## src/rtl/cpu_types_pkg.sv

```systemverilog
// Shared CPU/memory-system types: bus word, RAM handshake state and the
// arbiter state encoding that coherence and system benches can probe.
package cpu_types_pkg;

    typedef logic [31:0] word_t;

    typedef enum logic [1:0] {
        FREE   = 2'd0,
        BUSY   = 2'd1,
        ACCESS = 2'd2,
        ERROR  = 2'd3
    } ramstate_t;

    typedef enum logic {
        IDLE  = 1'b0,
        GRANT = 1'b1
    } arb_state_t;

    // Raw encodings for the arbiter state register.
    localparam logic [0:0] ARB_IDLE  = 1'b0;
    localparam logic [0:0] ARB_GRANT = 1'b1;

endpackage

```

## src/rtl/ram_arbiter_if.sv

```systemverilog
// Bundle of requester-side and RAM-side signals around the RAM arbiter.
// master = the arbiter, slave = caches plus RAM model.
interface ram_arbiter_if #(
    parameter int REQS = 4,
    parameter int ID_W = $clog2(REQS)
);
    import cpu_types_pkg::*;

    logic [REQS-1:0]  req_ren;
    logic [REQS-1:0]  req_wen;
    logic [REQS-1:0]  req_lock;
    word_t [REQS-1:0] req_addr;
    word_t [REQS-1:0] req_store;
    logic [REQS-1:0]  req_wait;
    word_t [REQS-1:0] req_load;

    logic             ramREN;
    logic             ramWEN;
    word_t            ramaddr;
    word_t            ramstore;
    ramstate_t        ramstate;
    word_t            ramload;

    logic             grant_valid;
    logic [ID_W-1:0]  grant_id;
    logic             ram_err;

    modport master (
        input  req_ren, req_wen, req_lock, req_addr, req_store, ramstate, ramload,
        output req_wait, req_load, ramREN, ramWEN, ramaddr, ramstore,
               grant_valid, grant_id, ram_err
    );

    modport slave (
        output req_ren, req_wen, req_lock, req_addr, req_store, ramstate, ramload,
        input  req_wait, req_load, ramREN, ramWEN, ramaddr, ramstore,
               grant_valid, grant_id, ram_err
    );

endinterface

```

## src/rtl/ram_arbiter_rr_picker.sv

```systemverilog
// Round-robin pick: rotate the request vector so rr_ptr sits at bit 0,
// take the lowest set bit, then map that offset back to a requester index.
module rr_picker #(
    parameter int REQS = 4,
    parameter int ID_W = $clog2(REQS)
) (
    input  logic [REQS-1:0] req_i,
    input  logic [ID_W-1:0] ptr_i,
    output logic            found_o,
    output logic [ID_W-1:0] idx_o
);

    logic [2*REQS-1:0] dbl;
    logic [REQS-1:0]   rot;

    assign dbl = {req_i, req_i};
    assign rot = dbl[ptr_i +: REQS];

    always_comb begin
        int s;
        s       = 0;
        found_o = 1'b0;
        idx_o   = '0;
        // Descending scan so the smallest offset from ptr_i is the last to win.
        for (int i = REQS - 1; i >= 0; i--) begin
            if (rot[i]) begin
                s = int'(ptr_i) + i;
                if (s >= REQS) s = s - REQS;
                found_o = 1'b1;
                idx_o   = ID_W'(s);
            end
        end
    end

endmodule

```

## src/rtl/ram_arbiter.sv

```systemverilog
// Round-robin owner of the single RAM port shared by the I/D caches.
// Grants one requester at a time, with optional locked bursts capped at MAX_BEATS.
module ram_arbiter
    import cpu_types_pkg::*;
#(
    parameter int REQS      = 4,
    parameter int MAX_BEATS = 2,
    parameter int ID_W      = $clog2(REQS)
) (
    input logic           CLK,
    input logic           nRST,
    ram_arbiter_if.master bus
);

    localparam int              BW        = $clog2(MAX_BEATS) + 1;
    localparam logic [BW-1:0]   LAST_BEAT = BW'(MAX_BEATS - 1);
    localparam logic [ID_W-1:0] TOP_ID    = ID_W'(REQS - 1);

    logic [0:0]      state_q, state_d;
    logic [ID_W-1:0] owner_q, owner_d;
    logic [ID_W-1:0] rr_q, rr_d;
    logic [BW-1:0]   beats_q, beats_d;

    logic [REQS-1:0] req_any;
    logic            pick_found;
    logic [ID_W-1:0] pick_idx;
    logic            own_ren, own_wen, release_now;

    function automatic logic [ID_W-1:0] wrap_inc(input logic [ID_W-1:0] id);
        return (id == TOP_ID) ? '0 : id + 1'b1;
    endfunction

    assign req_any = bus.req_ren | bus.req_wen;
    assign own_ren = bus.req_ren[owner_q];
    assign own_wen = bus.req_wen[owner_q];

    rr_picker #(.REQS(REQS), .ID_W(ID_W)) u_pick (
        .req_i   (req_any),
        .ptr_i   (rr_q),
        .found_o (pick_found),
        .idx_o   (pick_idx)
    );

    always_comb begin
        state_d         = state_q;
        owner_d         = owner_q;
        rr_d            = rr_q;
        beats_d         = beats_q;
        release_now     = 1'b0;
        bus.ramREN      = 1'b0;
        bus.ramWEN      = 1'b0;
        bus.ramaddr     = '0;
        bus.ramstore    = '0;
        bus.req_wait    = '1;
        bus.req_load    = '0;
        bus.grant_valid = 1'b0;
        bus.grant_id    = '0;
        bus.ram_err     = 1'b0;

        if (state_q == ARB_IDLE) begin
            if (pick_found) begin
                owner_d = pick_idx;
                beats_d = '0;
                state_d = ARB_GRANT;
            end
        end else begin
            bus.ramaddr           = bus.req_addr[owner_q];
            bus.ramstore          = bus.req_store[owner_q];
            bus.ramWEN            = own_wen;
            bus.ramREN            = own_ren & ~own_wen;
            bus.grant_valid       = 1'b1;
            bus.grant_id          = owner_q;
            bus.req_load[owner_q] = bus.ramload;

            // A dropped request aborts silently, whatever the RAM reports.
            if (!own_ren && !own_wen) begin
                release_now = 1'b1;
            end else begin
                case (bus.ramstate)
                    ACCESS: begin
                        bus.req_wait[owner_q] = 1'b0;
                        if (bus.req_lock[owner_q] && (beats_q < LAST_BEAT))
                            beats_d = beats_q + BW'(1);
                        else
                            release_now = 1'b1;
                    end
                    ERROR: begin
                        bus.ram_err           = 1'b1;
                        bus.req_wait[owner_q] = 1'b0;
                        release_now           = 1'b1;
                    end
                    default: ;
                endcase
            end

            if (release_now) begin
                state_d = ARB_IDLE;
                rr_d    = wrap_inc(owner_q);
                beats_d = '0;
            end
        end
    end

    always_ff @(posedge CLK or negedge nRST) begin
        if (!nRST) begin
            state_q <= ARB_IDLE;
            owner_q <= '0;
            rr_q    <= '0;
            beats_q <= '0;
        end else begin
            state_q <= state_d;
            owner_q <= owner_d;
            rr_q    <= rr_d;
            beats_q <= beats_d;
        end
    end

endmodule

```

## src/flat_wrapper.sv

```systemverilog
// flat-port wrapper written by rule: the top's interface ports become plain ports
module ram_arbiter_flat import cpu_types_pkg::*;
#(
    parameter int REQS      = 4,
    parameter int MAX_BEATS = 2,
    parameter int ID_W      = $clog2(REQS)
)
  (CLK, nRST, bus_req_ren, bus_req_wen, bus_req_lock, bus_req_addr, bus_req_store, bus_ramstate, bus_ramload, bus_req_wait, bus_req_load, bus_ramREN, bus_ramWEN, bus_ramaddr, bus_ramstore, bus_grant_valid, bus_grant_id, bus_ram_err);
  ram_arbiter_if #(.REQS(REQS), .ID_W(ID_W)) bus_i ();
  input logic CLK;
  input logic nRST;
  input wire logic [$bits(bus_i.req_ren)-1:0] bus_req_ren;
  input wire logic [$bits(bus_i.req_wen)-1:0] bus_req_wen;
  input wire logic [$bits(bus_i.req_lock)-1:0] bus_req_lock;
  input wire logic [$bits(bus_i.req_addr)-1:0] bus_req_addr;
  input wire logic [$bits(bus_i.req_store)-1:0] bus_req_store;
  input wire logic [$bits(bus_i.ramstate)-1:0] bus_ramstate;
  input wire logic [$bits(bus_i.ramload)-1:0] bus_ramload;
  output wire logic [$bits(bus_i.req_wait)-1:0] bus_req_wait;
  output wire logic [$bits(bus_i.req_load)-1:0] bus_req_load;
  output wire logic [$bits(bus_i.ramREN)-1:0] bus_ramREN;
  output wire logic [$bits(bus_i.ramWEN)-1:0] bus_ramWEN;
  output wire logic [$bits(bus_i.ramaddr)-1:0] bus_ramaddr;
  output wire logic [$bits(bus_i.ramstore)-1:0] bus_ramstore;
  output wire logic [$bits(bus_i.grant_valid)-1:0] bus_grant_valid;
  output wire logic [$bits(bus_i.grant_id)-1:0] bus_grant_id;
  output wire logic [$bits(bus_i.ram_err)-1:0] bus_ram_err;
  assign bus_i.req_ren = bus_req_ren;
  assign bus_i.req_wen = bus_req_wen;
  assign bus_i.req_lock = bus_req_lock;
  assign bus_i.req_addr = bus_req_addr;
  assign bus_i.req_store = bus_req_store;
  assign bus_i.ramstate = bus_ramstate;
  assign bus_i.ramload = bus_ramload;
  assign bus_req_wait = bus_i.req_wait;
  assign bus_req_load = bus_i.req_load;
  assign bus_ramREN = bus_i.ramREN;
  assign bus_ramWEN = bus_i.ramWEN;
  assign bus_ramaddr = bus_i.ramaddr;
  assign bus_ramstore = bus_i.ramstore;
  assign bus_grant_valid = bus_i.grant_valid;
  assign bus_grant_id = bus_i.grant_id;
  assign bus_ram_err = bus_i.ram_err;
  ram_arbiter #(.REQS(REQS), .MAX_BEATS(MAX_BEATS), .ID_W(ID_W)) u_core (.CLK(CLK), .nRST(nRST), .bus(bus_i));
endmodule
```

## config.mk

```make
export PLATFORM = sky130hd
export DESIGN_NAME = ram_arbiter_flat
export DESIGN_NICKNAME = d
export VERILOG_FILES = /design/src/rtl/cpu_types_pkg.sv /design/src/rtl/ram_arbiter_if.sv /design/src/rtl/ram_arbiter_rr_picker.sv /design/src/rtl/ram_arbiter.sv /design/src/flat_wrapper.sv
export SDC_FILE = /design/constraint.sdc
export NUM_CORES = 1
export LEC_CHECK = 0
export ABC_AREA = 1
export BUFFER_PORTS_ARGS = -buffer_cell sky130_fd_sc_hd__buf_2
export CAP_MARGIN = 20
export CORE_AREA = 5 5 195 197
export DETAILED_ROUTE_END_ITERATION = 6
export DIE_AREA = 0 0 200 202
export PLACE_DENSITY = 0.38
export SETUP_SLACK_MARGIN = 0.15
export SYNTH_ARGS = -nofsm -noshare
export SYNTH_HDL_FRONTEND = slang
export SYNTH_HIERARCHICAL = 1
export SYNTH_SLANG_ARGS = --single-unit
```

## constraint.sdc

```tcl
create_clock -name CLK -period 1.9 [get_ports CLK]
set_input_delay 0.38 -clock CLK [delete_from_list [all_inputs] [get_ports CLK]]
set_output_delay 0.38 -clock CLK [all_outputs]
set_load 0.01 [all_outputs]
```

Word level (Yosys, flattened, before mapping) --
Cells that the tools add are included.
Word-level totals: register bits 7, input bits 304, output and inout port bits 202, word-level logic and storage cells 96
Cells by class: add/subtract/negate cells 9, magnitude comparators 7, equal/unequal tests 6, shift operators 1, mux-type cells 53, bitwise gates (word level) 6, reduce and logical (&&, ||, !) cells 10
Operators by type and width (number):
- 2-to-1 mux 32 bit | 5
- AND 128 bit | 1
- binary-select mux 32 bit (select 2 bit) | 2
- 2-to-1 mux 128 bit | 1
- demux 32 bit (select 2 bit) | 1
- 2-to-1 mux 2 bit | 16
- 2-to-1 mux 1 bit | 20
- 2-to-1 mux 4 bit | 3
- >= comparator 3 bit, second input constant | 3
- inequality test 3 bit, second input constant | 3
- variable part select 8 x 3 -> 4 bit | 1
- subtractor 2 x 1 -> 2 bit, second input constant | 4
- adder 2 x 2 -> 3 bit, second input constant | 2
- binary-select mux 1 bit (select 2 bit) | 3
- == test 2 bit, second input constant | 3
- adder 2 x 1 -> 2 bit, second input constant | 2
- inverter 4 bit | 1
- bitwise OR 4 bit | 1
- AND reduction 2 bit | 2
- AND reduction 4 bit | 1
- adder 2 x 1 -> 3 bit, second input constant | 1
- >= comparator 2 x 3 -> 1 bit, second input constant | 1
- logical AND 1 bit | 3
- less-than comparator 2 x 3 -> 1 bit, second input constant | 1
- 9 further kinds | 11

Longest topological paths before layout --
Gate-level depths: netlist of run 1.
word-level depth 9, gate-level depth with buffers 12, gate-level depth less buffers 12

Modules after synthesis --
The synthesis of run 1 kept the hierarchy.
Modules (own cells, without submodules):
- ram_arbiter | instances 1, cells each 767, area an instance 3470.8 sq um, sequential area each 175.2 sq um
- rr_picker | instances 1, cells each 46, area an instance 242.7 sq um, sequential area each 0.0 sq um

Worst setup path before layout of run 1 --
Ideal clock, no wire load.
path type flip-flop to output port, from register u_core.owner_q[1], to output bus_req_load[34], arrival 1.532 ns, required time 1.520 ns, path slack -0.012 ns, stages on the path, launching flop included 7, buffers on the path 2, path through dfrtp_1 inv_2 clkbuf_1 ha_1 nand2_1 clkbuf_1 nor2_1
Between the ends: word-level cells in the longest chain between the ends 6, elaborated cells between the ends (all ways) 7, classes of those cells order compare: 2; mux: 3; bitwise: 1; reduce/logical: 1
Ends and longest elaborated chain:
- start: declaration | line ram_arbiter.sv:20 | logic [ID_W-1:0] owner_q, owner_d;
- start signal: assignment | line ram_arbiter.sv:112 | owner_q <= owner_d;
- less-than comparator 2 x 3 -> 1 bit (implied by the code) or >= comparator 2 x 1 -> 1 bit (tied branches) | line ram_arbiter.sv:73 | bus.req_load[owner_q] = bus.ramload;
- logical AND 1 bit (implied by the code) | line ram_arbiter.sv:73
- 2-to-1 mux 32 bit (implied by the code) | line ram_arbiter.sv:73
- demux 32 bit (select 2 bit) (*)
- AND 128 bit (no line) (*)
- 2-to-1 mux 128 bit (*) | line ram_arbiter.sv:60 | if (state_q == ARB_IDLE) begin
- end: declaration | line flat_wrapper.sv:20 | output wire logic [$bits(bus_i.req_load)-1:0] bus_req_load;
Every way passes the cells marked *; elsewhere a longest branch is shown, timed or not.

Worst setup path after layout of run 1 --
from register u_core.owner_q[0], to output bus_req_load[108]
Same word-level chain as after synthesis.

==> impl_metrics.toml, run 1 <==
[layout]
finalNetCount = 1682
drive_above_1_share_pct = 59.0
layoutNonFillerInstCount = 1844
synthToLayoutAreaGrowth_pct = 140

[status]
status = "complete, but fails checks"
violations = "negative setup slack"

[clock_network]
cts_buffers = 3
clockBufferDepth = 2
cts_tree = "done"
cts_root_buf = "clkbuf_16"
cts.sinks = 7
cts_max_level = 1
clk_pin_slew_ps = 40
clock_latency_ps = 230

[timing]
rsz0062_at_grt = "true"
finalCritPeriodShare_pct = 115
final_hold_viol_count = 0
fmax_mhz = 458
finalSetupViolations = 197
relSlewSlack_pct = 72.9
min_period_ps = 2180
worst_pin_slew_ps = 407
setup_ws_ps = -282
drv_slew = 0
skew_ps = 3.36

[routing]
drt-met1-wl_mm = 12.2
top_layer_used = "met4"
ant_nets = 0
drtIter0Drc = 273
first_pass_iters = 7
route.detailed.drc = 0
route.met3.wl_mm = 2.85
wirelength_mm = 32.7
wl_per_cell_um = 17.7
wl_met2_mm = 16.9
viasPerCell = 4.04
vias = 7447

[logic_synthesis]
synth_top_area_cell = "nor2_1"
synthArstFlopShare_pct = 100
synth_top_cells_by_count = "nor2_1 (394), o21ai_0 (73), a21oi_1 (67)"
synth_seq_cells = 7
synth_area_leaders = "nor2_1 (40%), o21ai_0 (9.8%), a21oi_1 (9.0%)"
syn-instance-count = 813
synth_fp_nets = 1122
synth.cell_area_mm2 = 0.00371
yosysSeqAreaShare_pct = 4.72
synth_ff_type = "dfrtp_1"
synth_edf_count = 0
synth_cell_types = 25
synth_top_area_share_pct = 39.8
yosys_warnings = 6
yosysMostFrequentCell = "nor2_1"
avgSynthCellArea_um2 = 4.57

[critical_path]
cp.required_ps = 1520
rr_startpoint = "u_core/owner_q[0]"
r2r_cells = 12
critPathCaptureType = "primary output"
worstSetupPathType = "reg2out"
critPathSlowestCell = "dfrtp_4"
rrSetupSlack_ps = 110
rr_endpoint = "u_core/rr_q[1]"
path_cells = "buf_6 -> buf_16 -> ha_4 -> nand2_4 -> buf_6 -> clkbuf_16 -> nor2_1 -> buf_2"
start_kind = "flip-flop"
critPathArrivalTime_ps = 1800
crit_top_cell = "buf_6"
max_stage_delay_ps = 530
path_max_fanout = 8
crit_start = "u_core/owner_q[0]"

[pwr]
p_leak_nw = 4.76
p_sw_share_pct = 53.9
seqPwrFrac_pct = 2.8
p_int_w = 0.00650
clock_power_share_pct = 2.5
power_density_mw_per_mm2 = 1580
p_switching_w = 0.00759
pwr-share-comb_pct = 94.7
power.total_w = 0.0141
ir_worst_vdd_mv = 0.772

[worst_hold_path]
min_to = "u_core/beats_q[1]"
hp-class = "reg2reg"
hp-start = "u_core/beats_q[1]"
hold_depth = 2

[floorplan]
die-area_mm2 = 0.0404
core_mm2 = 0.0361
rows = 70
io-pin-count = 506
initial_core_util_pct = 10.3
die_w_um = 200
die_y_um = 202

[placed_design]
place_inst = 1794
io_buffers = 505
dpl.hpwl_mm = 25.3
gp_congestion = 0.867

[global_route]
antenna_found_initial = 6
grt_pass1_wl_mm = 43.0
grt_max_degree = 46
grt.total_usage_pct = 13.8
grt_overflow = 0
grt_pass1_vias = 7271

[flow_run]
max-cap-violations = 0
## cells in the final DEF (no fill, tap or decap), drive strengths merged
cell type    instances
bufbuf               1
diode                4
dlygate4sd3          1
clkinv               2
nand4                1
nand2               59
clkbuf              10
dfrtp                7
a21oi               67
nand3b               1
a21boi               1
buf                611
xnor2                1
o21ai              130
nand3               24
ha                   5
nor3                 1
inv                 51
or2                  5
nor2               394
## per-layer routing
| layer | up-vias | GRT usage, % |
|---|---|---|
| met2 | 378 | 26.6 |
| li1 | 3695 | - |
| met1 | 3337 | 15.3 |
| met5 | - | 0 |
| met4 | 0 | 3.28 |
| met3 | 37 | 2.65 |
## stage by stage
stage	util [%]	cell area, um^2	setup slack [ps]	setup TNS (ps)	hold WS, ps
CTS	22.0	7920	-292	-41930	490
global route	24.7	8900	-339	-46260	519
finish	24.7	8900	-282	-33160	491
detailed placement	20.7	7460	-118	-491	233
global placement	20.7	7460	-124	-523	229
floorplan	-	3980	114	0	84.4
## power groups by stage
stage                     logic (W)  clock network [W]  registers, W
after floorplan             0.00594                  0      0.000292
after global placement       0.0107                  0      0.000360
after detailed placement     0.0106                  0      0.000352
after CTS                    0.0116           0.000363      0.000373
after global routing         0.0145           0.000368      0.000409
final                        0.0133           0.000359      0.000392
## critical path, delay by kind of cell, from the launching register on
family	cells	cell delay [ps]
DFF	1	530
and+or+nand+nor	2	140
adders and majority gates	1	170
buffers and inverters	5	720
## what timing repair did
action                     4_1_cts  5_1_grt
gates cloned                     5        8
hold buffers                     1        0
pin swaps                       10       61
hold endpoints to repair         7        0
resized for setup               44      193
setup endpoints to repair      202      207
setup buffers                   10       18
## worst max-delay path by stage
stage          cells after the start  slack, ps           endpoint
2_1_floorplan                      6        110   bus_req_load[34]
3_3_place_gp                       8       -120   bus_ramstore[10]
3_5_place_dp                       8       -120   bus_ramstore[10]
4_1_cts                            6       -290   bus_req_load[41]
5_1_grt                           10       -340         bus_ramREN
6_report                           8       -280  bus_req_load[108]
## cell families (layout without fill, tap and decap cells)
kind of cell	count (synthesis)	after routing	synth area share [%]
simple gates	485	485	51.6
other cells	0	4	0
flops	7	7	4.72
compound gates	198	198	26.8
fa+ha+maj	5	5	1.68
buf+inv	117	676	15.0
xor+xnor	1	1	0.236
## flip-flops by register name (all words and copies together) (netlist names)
name and cells:
u_core/beats_q 2, u_core/owner_q 2, u_core/rr_q 2, u_core/state_q 1
## layout make-up
cell class,count,area [um^2]
antenna,4,10.0
clock buffer,3,75.1
clock inverter,1,5.00
fill,4156,27200
inverter,52,218
multi-input combinational,689,3690
sequential,7,180
tap,468,586
timing repair buffer,620,4140
No activity file was read; power rests on OpenSTA's default activity.
==> run 2, diff against run 1 <==
SYNTH_HIERARCHICAL = not set   (was 1)
==> run 2 against run 1 <==
Against the previous run: the run still ends with negative setup slack left; maximum frequency increased by 2.7%; final cell count shrank 0.87%; synthesized cell count increased by 1.2%; highest routed layer is now met5; utilization increased by 1.3 points; largest power group unchanged; die area is the same; clock power grew 1%; non-clock buffer count is 27 lower; power increased by 3.7%; sequential share of layout area is 0.076 points lower; global-route usage rose by 0.25 points; first-iteration DRC count down 12%.
==> impl_metrics.toml, run 2 <==
[critical_path]
rrSetupSlack_ps = 20
start_kind = "flip-flop"
r2r_cells = 13
critPathCaptureType = "primary output"
critPathArrivalTime_ps = 1750
path_max_fanout = 9
worstSetupPathType = "reg2out"
rr_endpoint = "u_core.rr_q[0]"
cp.required_ps = 1520
rr_startpoint = "u_core.owner_q[0]"

[routing]
viasPerCell = 4.07
wl_per_cell_um = 18.3
drtIter0Drc = 239
ant_nets = 0
first_pass_iters = 5
vias = 7434
route.detailed.drc = 0
wirelength_mm = 33.4

[clock_network]
cts_max_level = 1
cts.sinks = 7
cts_buffers = 3
cts_root_buf = "clkbuf_16"
clk_pin_slew_ps = 40
cts_tree = "done"
clockBufferDepth = 2
clock_latency_ps = 230

[global_route]
antenna_found_initial = 8
grt_overflow = 0
grt_max_degree = 51
grt.total_usage_pct = 14.0
grt_pass1_wl_mm = 43.8
grt_pass1_vias = 7241

[layout]
final_cell_mix = "buf_2 (448), nor2_1 (280), buf_6 (71), nor2_4 (68), nand2_1 (62)"
multiInputGateArea_mm2 = 0.00386
ff_latch_area_um2 = 183
synthToLayoutAreaGrowth_pct = 154
largestRegisters = "u_core.beats_q: 2 flops, u_core.owner_q: 2 flops, u_core.rr_q: 2 flops"
layoutNonFillerInstCount = 1828
layout_commonest_cell = "buf_2"
fin_area_mm2 = 0.00938
finalNetCount = 1664
drive_above_1_share_pct = 57.4
final.fill_count = 4106

[timing]
finalCritPeriodShare_pct = 112
finalSetupViolations = 198
skew_ps = 0.644
rsz0062_at_grt = "true"
drv_slew = 0
min_period_ps = 2130
relSlewSlack_pct = 76.3
final_hold_viol_count = 0
fmax_mhz = 470
tns_ps = -29930
worst_pin_slew_ps = 355
setup_ws_ps = -225

[worst_hold_path]
min_to = "u_core.beats_q[0]"
hp-start = "u_core.beats_q[0]"
hold_depth = 2
hp-class = "reg2reg"

[logic_synthesis]
synth_top_cells_by_count = "nor2_1 (397), o21ai_0 (94), nand2_1 (70)"
yosysSeqAreaShare_pct = 4.74
synth_ff_type = "dfrtp_1"
yosys_warnings = 0
avgSynthCellArea_um2 = 4.49
synth_top_area_cell = "nor2_1"
synth_seq_cells = 7
yosysMostFrequentCell = "nor2_1"
synth_edf_count = 0
synth_cell_types = 21
synthArstFlopShare_pct = 100
synth_fp_nets = 1132
synth.cell_area_mm2 = 0.00369
syn-instance-count = 823
synth_top_area_share_pct = 40.3
synth_area_leaders = "nor2_1 (40%), o21ai_0 (13%), a21oi_1 (8.9%)"

[pwr]
ir_worst_vdd_mv = 0.707
p_leak_nw = 4.83
power.total_w = 0.0146
power_density_mw_per_mm2 = 1560

[placed_design]
place_inst = 1778
gp_congestion = 0.868
dpl.hpwl_mm = 25.3
pre_cts_ws_ps = -32.9
dpl_cell_area_mm2 = 0.00765
io_buffers = 505

[floorplan]
io-pin-count = 506
rows = 70
initial_core_util_pct = 10.2
core_mm2 = 0.0361
die_w_um = 200
die-area_mm2 = 0.0404
die_y_um = 202

[flow_run]
max-cap-violations = 0

[status]
status = "complete, but fails checks"
violations = "negative setup slack"
## run 2: cell count changes after synthesis, moves of 4 or more
cell and delta:
buf_2 +8, nand2_1 +21, o21ai_1 -21, nand2_2 -5
buf_1 -4, o21ai_0 +21, or2_2 -4, buf_4 -8
## run 2: cells by family (layout without fill, tap and decap cells)
group	after synthesis	in the layout	synth area share, %
xor+xnor	1	1	0.237
compound gates	197	197	27.0
simple gates	491	491	51.0
other cells	0	6	0
fa+ha+maj	5	5	1.69
flops	7	7	4.74
buf+inv	122	653	15.3
## run 2: critical path, stage by stage, from the launching register on
cell	delay, ps
dfrtp_4	560
inv_8	130
buf_12	140
buf_12	130
clkbuf_16	160
o21ai_2	50
a21oi_1	150
buf_2	170
## run 2: through the flow
stage                     util [%]  hold slack [ps]
after global placement        21.2              231
after detailed placement      21.2              228
final                         26.0              475
after floorplan                  -             84.4
after global routing          26.0              509
after CTS                     23.9              484
## run 2: layout make-up
type | instances | area share, %
timing repair buffer | 593 | 47.2
multi-input combinational | 694 | 41.2
inverter | 56 | 2.40
sequential | 7 | 1.95
tap | 468 | 6.24
clock buffer | 4 | 0.841
antenna | 6 | 0.160
## run 2: repair_timing
action / CTS / global route
setup buffers: 10 / 0
resized for setup: 152 / 99
pin swaps: 28 / 50
setup endpoints to repair: 205 / 206
hold endpoints to repair: 7 / 0
cloned: 10 / 19
hold buffers: 1 / 0
## run 2: power by group
part	total (W)	internal, W	leakage, nW	switching (W)
combinational	0.0138	0.00636	4.71	0.00747
clock	0.000364	0.000280	0.0382	0.0000847
sequential	0.000430	0.000239	0.0843	0.000192
total	0.0146	0.00688	4.83	0.00775
## run 2: how the worst max path moves through the flow
stage	depth (start not counted)	slack, ps	end	start
2_1_floorplan	8	100	bus_req_load[64]	u_core.owner_q[0]
3_3_place_gp	6	-20	bus_ramaddr[4]	u_core.owner_q[0]
3_5_place_dp	6	-30	bus_ramaddr[4]	u_core.owner_q[0]
4_1_cts	7	-240	bus_ramaddr[6]	u_core.owner_q[0]
5_1_grt	9	-330	bus_ramREN	u_core.owner_q[0]
6_report	7	-230	bus_ramstore[24]	u_core.owner_q[0]
## run 2: layer usage
| layer | GRT usage (%) | routed length [um] | part of all wire (%) | up-vias |
|---|---|---|---|---|
| met5 | 0 | 27 | 0.081 | - |
| met4 | 3.49 | 1020 | 3.1 | 4 |
| met3 | 3.28 | 3030 | 9.1 | 44 |
| met2 | 27.3 | 17700 | 53 | 379 |
| met1 | 14.9 | 11600 | 35 | 3346 |
| li1 | - | - | - | 3661 |
